--- src/rtl/ex_div_ctrl_pkg.sv ---
// ex_div_ctrl_pkg: shared state encodings and handshake constants for the EX-stage divider
package ex_div_ctrl_pkg;

    localparam int RegBusW       = 32;
    localparam int DoubleRegBusW = 2 * RegBusW;

    typedef enum logic [1:0] {
        DivFree   = 2'b00,
        DivByZero = 2'b01,
        DivOn     = 2'b10,
        DivEnd    = 2'b11
    } div_state_t;

    localparam logic DivResultReady    = 1'b1;
    localparam logic DivResultNotReady = 1'b0;
    localparam logic DivStart          = 1'b1;
    localparam logic DivStop           = 1'b0;

endpackage

--- src/rtl/ex_div_ctrl_div_step.sv ---
// div_step: one restoring shift-subtract iteration of the divider
module div_step #(
    parameter int DATA_W = 32
) (
    input  logic [DATA_W-1:0] rem,
    input  logic              dividend_bit,
    input  logic [DATA_W-1:0] divisor,
    output logic [DATA_W-1:0] rem_next,
    output logic              q_bit
);

    logic [DATA_W:0]   shifted;
    logic [DATA_W-1:0] low;

    assign shifted  = {rem, dividend_bit};
    assign low      = shifted[DATA_W-1:0];
    // the true difference is always below the divisor, so modulo-2^W subtraction of the low bits is exact
    assign q_bit    = shifted >= {1'b0, divisor};
    assign rem_next = q_bit ? low - divisor : low;

endmodule

--- src/rtl/ex_div_ctrl.sv ---
// ex_div_ctrl: multi-cycle restoring divide sequencer (DIV/DIVU) with pipeline stall and annul
module ex_div_ctrl
    import ex_div_ctrl_pkg::*;
#(
    parameter int DATA_W = RegBusW
) (
    input  logic                clk,
    input  logic                rst,
    input  logic                signed_div_i,
    input  logic [DATA_W-1:0]   opdata1_i,
    input  logic [DATA_W-1:0]   opdata2_i,
    input  logic                start_i,
    input  logic                annul_i,
    output logic [2*DATA_W-1:0] result_o,
    output logic                ready_o,
    output logic                stallreq_o
);

    localparam int CNT_W = $clog2(DATA_W) + 1;
    localparam logic [CNT_W-1:0] LAST = CNT_W'(DATA_W - 1);

    div_state_t          state, state_n;
    logic [CNT_W-1:0]    cnt, cnt_n;
    logic [DATA_W-1:0]   rem, rem_n;
    logic [DATA_W-1:0]   dvd, dvd_n;
    logic [DATA_W-1:0]   dsr, dsr_n;
    logic                neg_q, neg_q_n;
    logic                neg_r, neg_r_n;
    logic [2*DATA_W-1:0] result_n;
    logic [DATA_W-1:0]   mag1, mag2;
    logic [DATA_W-1:0]   step_rem;
    logic                step_q;
    logic [DATA_W-1:0]   q_final;

    // signed mode works on magnitudes; signs are reapplied when the result is formed
    assign mag1 = (signed_div_i && opdata1_i[DATA_W-1]) ? -opdata1_i : opdata1_i;
    assign mag2 = (signed_div_i && opdata2_i[DATA_W-1]) ? -opdata2_i : opdata2_i;

    // dvd shifts dividend bits out of the top while quotient bits shift in at the bottom
    div_step #(.DATA_W(DATA_W)) u_step (
        .rem          (rem),
        .dividend_bit (dvd[DATA_W-1]),
        .divisor      (dsr),
        .rem_next     (step_rem),
        .q_bit        (step_q)
    );

    assign q_final    = {dvd[DATA_W-2:0], step_q};
    assign ready_o    = (state == DivEnd) ? DivResultReady : DivResultNotReady;
    assign stallreq_o = start_i & ~ready_o & ~annul_i;

    // next-state and datapath updates for the divide sequencer
    always_comb begin
        state_n  = state;
        cnt_n    = cnt;
        rem_n    = rem;
        dvd_n    = dvd;
        dsr_n    = dsr;
        neg_q_n  = neg_q;
        neg_r_n  = neg_r;
        result_n = result_o;
        case (state)
            DivFree: begin
                result_n = '0;
                if (start_i == DivStart && !annul_i) begin
                    dvd_n   = mag1;
                    dsr_n   = mag2;
                    rem_n   = '0;
                    cnt_n   = '0;
                    neg_q_n = signed_div_i & (opdata1_i[DATA_W-1] ^ opdata2_i[DATA_W-1]);
                    neg_r_n = signed_div_i & opdata1_i[DATA_W-1];
                    state_n = (opdata2_i == '0) ? DivByZero : DivOn;
                end
            end
            DivByZero: begin
                result_n = '0;
                state_n  = annul_i ? DivFree : DivEnd;
            end
            DivOn: begin
                if (annul_i) begin
                    state_n = DivFree;
                end else begin
                    rem_n = step_rem;
                    dvd_n = q_final;
                    cnt_n = cnt + CNT_W'(1);
                    if (cnt == LAST) begin
                        state_n  = DivEnd;
                        result_n = {neg_r ? -step_rem : step_rem, neg_q ? -q_final : q_final};
                    end
                end
            end
            DivEnd: begin
                if (start_i == DivStop) begin
                    state_n  = DivFree;
                    result_n = '0;
                end
            end
            default: state_n = DivFree;
        endcase
    end

    // state and datapath registers, cleared asynchronously by the active-low reset
    always_ff @(posedge clk or negedge rst) begin
        if (!rst) begin
            state    <= DivFree;
            cnt      <= '0;
            rem      <= '0;
            dvd      <= '0;
            dsr      <= '0;
            neg_q    <= 1'b0;
            neg_r    <= 1'b0;
            result_o <= '0;
        end else begin
            state    <= state_n;
            cnt      <= cnt_n;
            rem      <= rem_n;
            dvd      <= dvd_n;
            dsr      <= dsr_n;
            neg_q    <= neg_q_n;
            neg_r    <= neg_r_n;
            result_o <= result_n;
        end
    end

endmodule

--- config.mk ---
export PLATFORM = sky130hd
export DESIGN_NAME = ex_div_ctrl
export DESIGN_NICKNAME = d
export VERILOG_FILES = /design/src/rtl/ex_div_ctrl_pkg.sv /design/src/rtl/ex_div_ctrl_div_step.sv /design/src/rtl/ex_div_ctrl.sv
export SDC_FILE = /design/constraint.sdc
export NUM_CORES = 1
export LEC_CHECK = 0
export CAP_MARGIN = 40
export CELL_PAD_IN_SITES_DETAIL_PLACEMENT = 0
export CELL_PAD_IN_SITES_GLOBAL_PLACEMENT = 2
export CORE_ASPECT_RATIO = 0.9
export CORE_UTILIZATION = 37
export DETAILED_ROUTE_END_ITERATION = 8
export GPL_TIMING_DRIVEN = 0
export PLACE_DENSITY = 0.89
export SYNTH_ARGS = -nofsm -noshare
export SYNTH_HDL_FRONTEND = slang
export SYNTH_SLANG_ARGS = --single-unit
--- constraint.sdc ---
create_clock -name clk -period 7.65 [get_ports clk]
set_input_delay 1.9125 -clock clk [delete_from_list [all_inputs] [get_ports clk]]
set_output_delay 1.9125 -clock clk [all_outputs]
set_load 0.02 [all_outputs]
# Word-level counts from Yosys, hierarchy flattened
# Index checks and enable logic that the tools add are counted.
[totals] regBits=170
[classes] reduce_logical=12 addsub=6 n_lt_le_gt_ge=1 n_eq_ne=9 n_mux=26 n_bitwise=7
[op_table] op="32-bit 2-to-1 mux" count=9
[op_table] op="64-bit 2-to-1 mux" count=3
[op_table] op="64-bit case mux with 3 select lines" count=1
[op_table] op="32-bit negator" count=4
[op_table] op="32-bit case mux with 2 select lines" count=2
[op_table] op="33-bit by 32-bit greater-or-equal comparator with 1-bit output" count=1
[op_table] op="32-bit zero test" count=1
[op_table] op="32-bit subtractor" count=1
[op_table] op="2-bit 2-to-1 mux" count=6
[op_table] op="6-bit 2-to-1 mux" count=2
[op_table] op="6-bit case mux with 2 select lines" count=1
[op_table] op="3-bit AND reduction" count=3
[op_table] op="2-bit != test, second input constant" count=4
[op_table] op="2-bit case mux with 4 select lines" count=1
[op_table] op="6-bit by 1-bit adder with 6-bit output, second input constant" count=1
[op_table] op="6-bit by 5-bit equality test with 1-bit output, second input constant" count=1
[op_table] op="1-bit AND" count=4
[op_table] op="2-bit equality test, second input constant" count=2
[op_table] op="1-bit logical AND" count=3
[op_table] op="3-bit != test, second input constant" count=1
[op_table] op="2-bit by 1-bit equality test with 1-bit output, second input constant" count=1
[op_table] op="2-bit zero test" count=1
[op_table] op="1-bit inverter" count=2
[op_table] op="2-bit AND reduction" count=1
[op_table] op="other kinds (5)" count=5

# Logic depth before layout (Yosys ltp)
[logic_depth] ltp_word=7 mapped_depth=22 ltp_nobuf=18

# By module
# From an unflattened synthesis, not the netlist that was laid out.
[unflattened] hier_cells=1412 hier_area_um2=11881.4
[by_module_without_submodules] mod="ex_div_ctrl" cells_each=1082 n_inst=1 seq_area_each_um2=4254.1 area_each_um2=9490.4
[by_module_without_submodules] mod="div_step" cells_each=330 n_inst=1 seq_area_each_um2=0.0 area_each_um2=2391.0

# Least setup slack after synthesis
# Ideal clock, no wire load.
[synth_path] path_type="register -> register" start="reg rem[9]" end="reg result_o[54]" required_ns=7.528 path_slack_ns=2.661 stages_incl_launch_ff=21 setup_ns=0.122 synth_period_minus_slack_ns=4.989 arrival_ns=4.867 cell_sequence="dfrtp_1 -> ha_1 -> buf_2 -> a21oi_1 -> o21a_1 -> o221ai_2 -> o31ai_4 -> nand2_8 -> inv_4 -> clkbuf_1 -> buf_2 -> mux2i_1 -> ha_1 -> nand2b_1 -> or3_1 -> nor3_1 -> o221ai_2 -> or3_4 -> nor4b_2 -> o21ai_1 -> a32o_1"
[synth_between] elab_chain_len=7 elab_cells_between_ends=8 classes_between="add/sub (2); order compare (1); mux (5)"
[synth_rtl] element="from (decl)" line_no="ex_div_ctrl.sv:24" rtl="logic [DATA_W-1:0] rem, rem_n;"
[synth_rtl] element="from (signal assigned)" line_no="ex_div_ctrl.sv:116" rtl="rem <= rem_n;"
[synth_rtl] element="32-bit subtractor or 33-bit by 32-bit greater-or-equal comparator with 1-bit output (tied branches)" line_no="ex_div_ctrl_div_step.sv:19, ex_div_ctrl_div_step.sv:18"
[synth_rtl] element="32-bit 2-to-1 mux *" line_no="ex_div_ctrl_div_step.sv:19" rtl="assign rem_next = q_bit ? low - divisor : low;"
[synth_rtl] element="32-bit negator" line_no="ex_div_ctrl.sv:88" rtl="result_n = {neg_r ? -step_rem : step_rem, neg_q ? -q_final : q_final};"
[synth_rtl] element="32-bit 2-to-1 mux *" line_no="ex_div_ctrl.sv:88"
[synth_rtl] element="64-bit 2-to-1 mux *" line_no="ex_div_ctrl.sv:86" rtl="if (cnt == LAST) begin"
[synth_rtl] element="64-bit 2-to-1 mux *" line_no="ex_div_ctrl.sv:80" rtl="if (annul_i) begin"
[synth_rtl] element="64-bit case mux with 3 select lines *" line_no="ex_div_ctrl.sv:62" rtl="case (state)"
[synth_rtl] element="to (signal assigned)" line_no="ex_div_ctrl.sv:121" rtl="result_o <= result_n;"
[synth_rtl] element="to (decl)" line_no="ex_div_ctrl.sv:14" rtl="output logic [2*DATA_W-1:0] result_o,"
# Every way passes the cells marked *; elsewhere a longest branch is shown, timed or not. The select of a mux whose other input is x is not followed.
# A chain may end at the register's enable or synchronous reset.

# Worst setup path in the final report
[layout_path] start="reg rem[9]" end="reg result_o[56]"
# The elaborated chain is that of the path after synthesis.

==> flow_metrics.py <==
metrics = {
    "layout": {
        "layout.area.seq_mm2": 0.00425,
        "syn_to_final_growth_pct": 20.4,
        "multi_input_area_mm2": 0.00741,
        "final_common_cell": "nand2_1",
        "final_cell_mix": "nand2_1 (236), o21ai_0 (193), dfrtp_1 (170)",
        "n_antenna_cell": 0,
        "n_fill_cell": 3265,
        "num-nets-final": 1775,
        "drive_gt1_frac": 0.0555,
    },
    "flow_run": {
        "maxCapViolCount": 0,
    },
    "worst_setup_path": {
        "cp.required_ns": 8.00,
        "critical_path.cell_chain": "ha_1 -> buf_2 -> a21oi_1 -> o21a_1 -> o221ai_2 -> o31ai_4 -> nand2_8 -> inv_4 -> clkbuf_1 -> buf_2 -> mux2i_1 -> ha_1 -> and2_1 -> o2111ai_1 -> a2111oi_2 -> o221ai_2 -> nor4_1 -> a41oi_1 -> xnor2_1 -> o31ai_1",
        "reg2regPathDepth": 20,
        "r2r-start": "rem[9]",
        "worst_path_dominant_cell_family": "compound AO/OA/AOI/OAI gates",
        "cp_slowest_cell": "o31ai_4",
        "startpoint_type": "flop",
        "endpoint_kind": "flop",
        "max_stage_delay_ns": 0.82,
        "startpoint": "rem[9]",
        "path_buf_inv": 4,
        "worstPathArrival_ns": 6.97,
        "crit_cells": 20,
        "cp_max_fo": 10,
        "r2r_setup_slack_ns": 1.03,
        "crit_type": "reg -> reg",
    },
    "grt": {
        "grt_pass1_vias": 10780,
        "grtUsageTotal": 0.242,
        "grt_overflow": 0,
        "grt_max_degree": 89,
        "grt_pass1_wl_mm": 63.6,
        "antenna_found_initial": 0,
    },
    "worst_hold_path": {
        "min_path_cells": 2,
        "hold_path_class": "reg -> reg",
        "min_from": "dsr[2]",
    },
    "routing": {
        "avgRoutedWirePerCell_um": 19.4,
        "drtPass1Iterations": 5,
        "wirelength_mm": 40.5,
        "postRouteAntennaNets": 0,
        "vias": 11679,
        "post-route-drc-count": 0,
        "via_per_inst": 5.58,
        "drtIter0Drc": 806,
    },
    "pwr": {
        "p_per_area_mw_per_mm2": 356,
        "total_power_mw": 5.24,
        "p_leak_nw": 6.07,
        "ir_drop_v": 0.000146,
    },
    "placement": {
        "port-buffer-count": 134,
        "globalplace.congestion": 0.917,
        "hpwl_mm": 32.4,
    },
    "clock_tree": {
        "cts_setup_buffers": 0,
        "cts_tree": "done",
        "clk_pin_slew_ns": 0.08,
        "clk_path_buf_depth": 2,
        "cts_hold_buf": 0,
        "cts_resized": 0,
        "htree_levels": 4,
        "cts_num_sinks": 170,
        "cts_buffers": 17,
        "clock-root-buffer": "clkbuf_16",
        "worstSkewPairLatency_ns": 0.45,
    },
    "floorplanning": {
        "core_area_mm2": 0.0323,
        "dieArea_mm2": 0.0338,
        "fp.dieH_um": 175,
        "initial_core_util": 0.379,
        "die_x_um": 194,
        "ios": 135,
        "num_rows": 62,
    },
    "synthesis": {
        "synth_cell_types": 91,
        "ys_seq_area_frac": 0.347,
        "synth_edf_count": 0,
        "synth_area_mm2": 0.0122,
        "syn_avg_cell_area_um2": 8.12,
        "synthCells": 1507,
        "ys_ff_latch": 170,
        "yosysWarnings": 0,
        "ys_async_sr_fraction": 1.00,
        "dominantRegCellSynth": "dfrtp_1",
        "syn_nets": 1618,
    },
    "outcome": {
        "status": "finished clean",
    },
    "timing": {
        "slew-limit-headroom": 0.393,
        "finClkSkew_ns": 0.0155,
        "hold_violations": 0,
        "grt_setup_unrepaired": "no",
        "fin_crit_sh": 0.866,
        "min_period_ns": 6.62,
        "max_freq_mhz": 151,
        "setup_viol": 0,
        "worst_hold_slack_ns": 0.481,
        "worst_slew_pin_slew_ns": 0.899,
        "maxSlewViolCount": 0,
    },
}
[report_power, final]
part           total [mW]  internal, mW  switching [mW]
Sequential           1.47          1.19           0.287
Combinational        2.90          1.06            1.84
Clock               0.873         0.437           0.436
Total                5.24          2.68            2.56
[per-stage QoR]
stage / instance area [um^2] / utilization / instances / setup WS [ns] / setup TNS [ns]
2_1_floorplan: 12200 / - / 1507 / 2.66 / 0
3_3_place_gp: 14100 / 0.437 / 2057 / -2.56 / -432.42
3_5_place_dp: 14200 / 0.439 / 2061 / 1.17 / 0
4_1_cts: 14700 / 0.457 / 2093 / 1.13 / 0
5_1_grt: 14700 / 0.457 / 2093 / 0.670 / 0
6_report: 14700 / 0.457 / 2093 / 1.03 / 0
[cells in the mapped netlist, drive strengths merged (20+ instances only)]
| cell | count | area [um^2] |
|---|---|---|
| nand2 | 238 | 912 |
| clkbuf | 60 | 225 |
| a21oi | 105 | 537 |
| nor3 | 25 | 125 |
| mux2i | 20 | 200 |
| ha | 41 | 513 |
| xor2 | 57 | 499 |
| xnor2 | 78 | 683 |
| o21ai | 206 | 1030 |
| o31ai | 30 | 244 |
| nand3 | 20 | 113 |
| nor2 | 98 | 368 |
| inv | 60 | 228 |
| buf | 23 | 124 |
| or3 | 25 | 161 |
| dfrtp | 170 | 4250 |
[flip-flops by register name, indices dropped and copies added (netlist names)]
name / flops
cnt: 6
dsr: 32
dvd: 32
neg_q: 1
neg_r: 1
rem: 32
result_o: 64
state: 2
[tightest hold or removal path, stage by stage, from the launching register on]
cell and delay (ns):
dfrtp_1 0.34, nand2_1 0.05, o21ai_0 0.06
[cell type report]
class | count | share of cell area
Sequential cell | 170 | 0.289
Timing Repair Buffer | 138 | 0.0945
Buffer | 83 | 0.0237
Clock buffer | 18 | 0.0291
Inverter | 60 | 0.0154
Multi-Input combinational cell | 1194 | 0.503
Clock inverter | 14 | 0.0105
Tap cell | 416 | 0.0353
[final timing paths]
check / endpoint
min: dsr[2]
max reg2reg: result_o[56]
min reg2reg: dsr[2]
min in group asynchronous: result_o[36]
max in group asynchronous: cnt[0]
max: result_o[56]
[metal layers]
layer	share of wire	wire length [um]	GRT usage	up-vias
li1	-	-	-	5726
met1	0.53	21500	0.390	5561
met2	0.40	16000	0.331	365
met3	0.065	2630	0.0436	27
met4	0.0096	389	0.0433	0
met5	0	0	0	-
[cells by family (layout without fill, tap and decap cells)]
kind of cell,Yosys count,after routing,synth area share
simple gates,522,522,0.206
compound gates,474,474,0.242
flops,170,170,0.347
buf+inv,143,313,0.0471
xor+xnor,135,135,0.0966
fa+ha+maj,42,42,0.0435
mux,21,21,0.0173
Power figures use the tool's default switching activity.
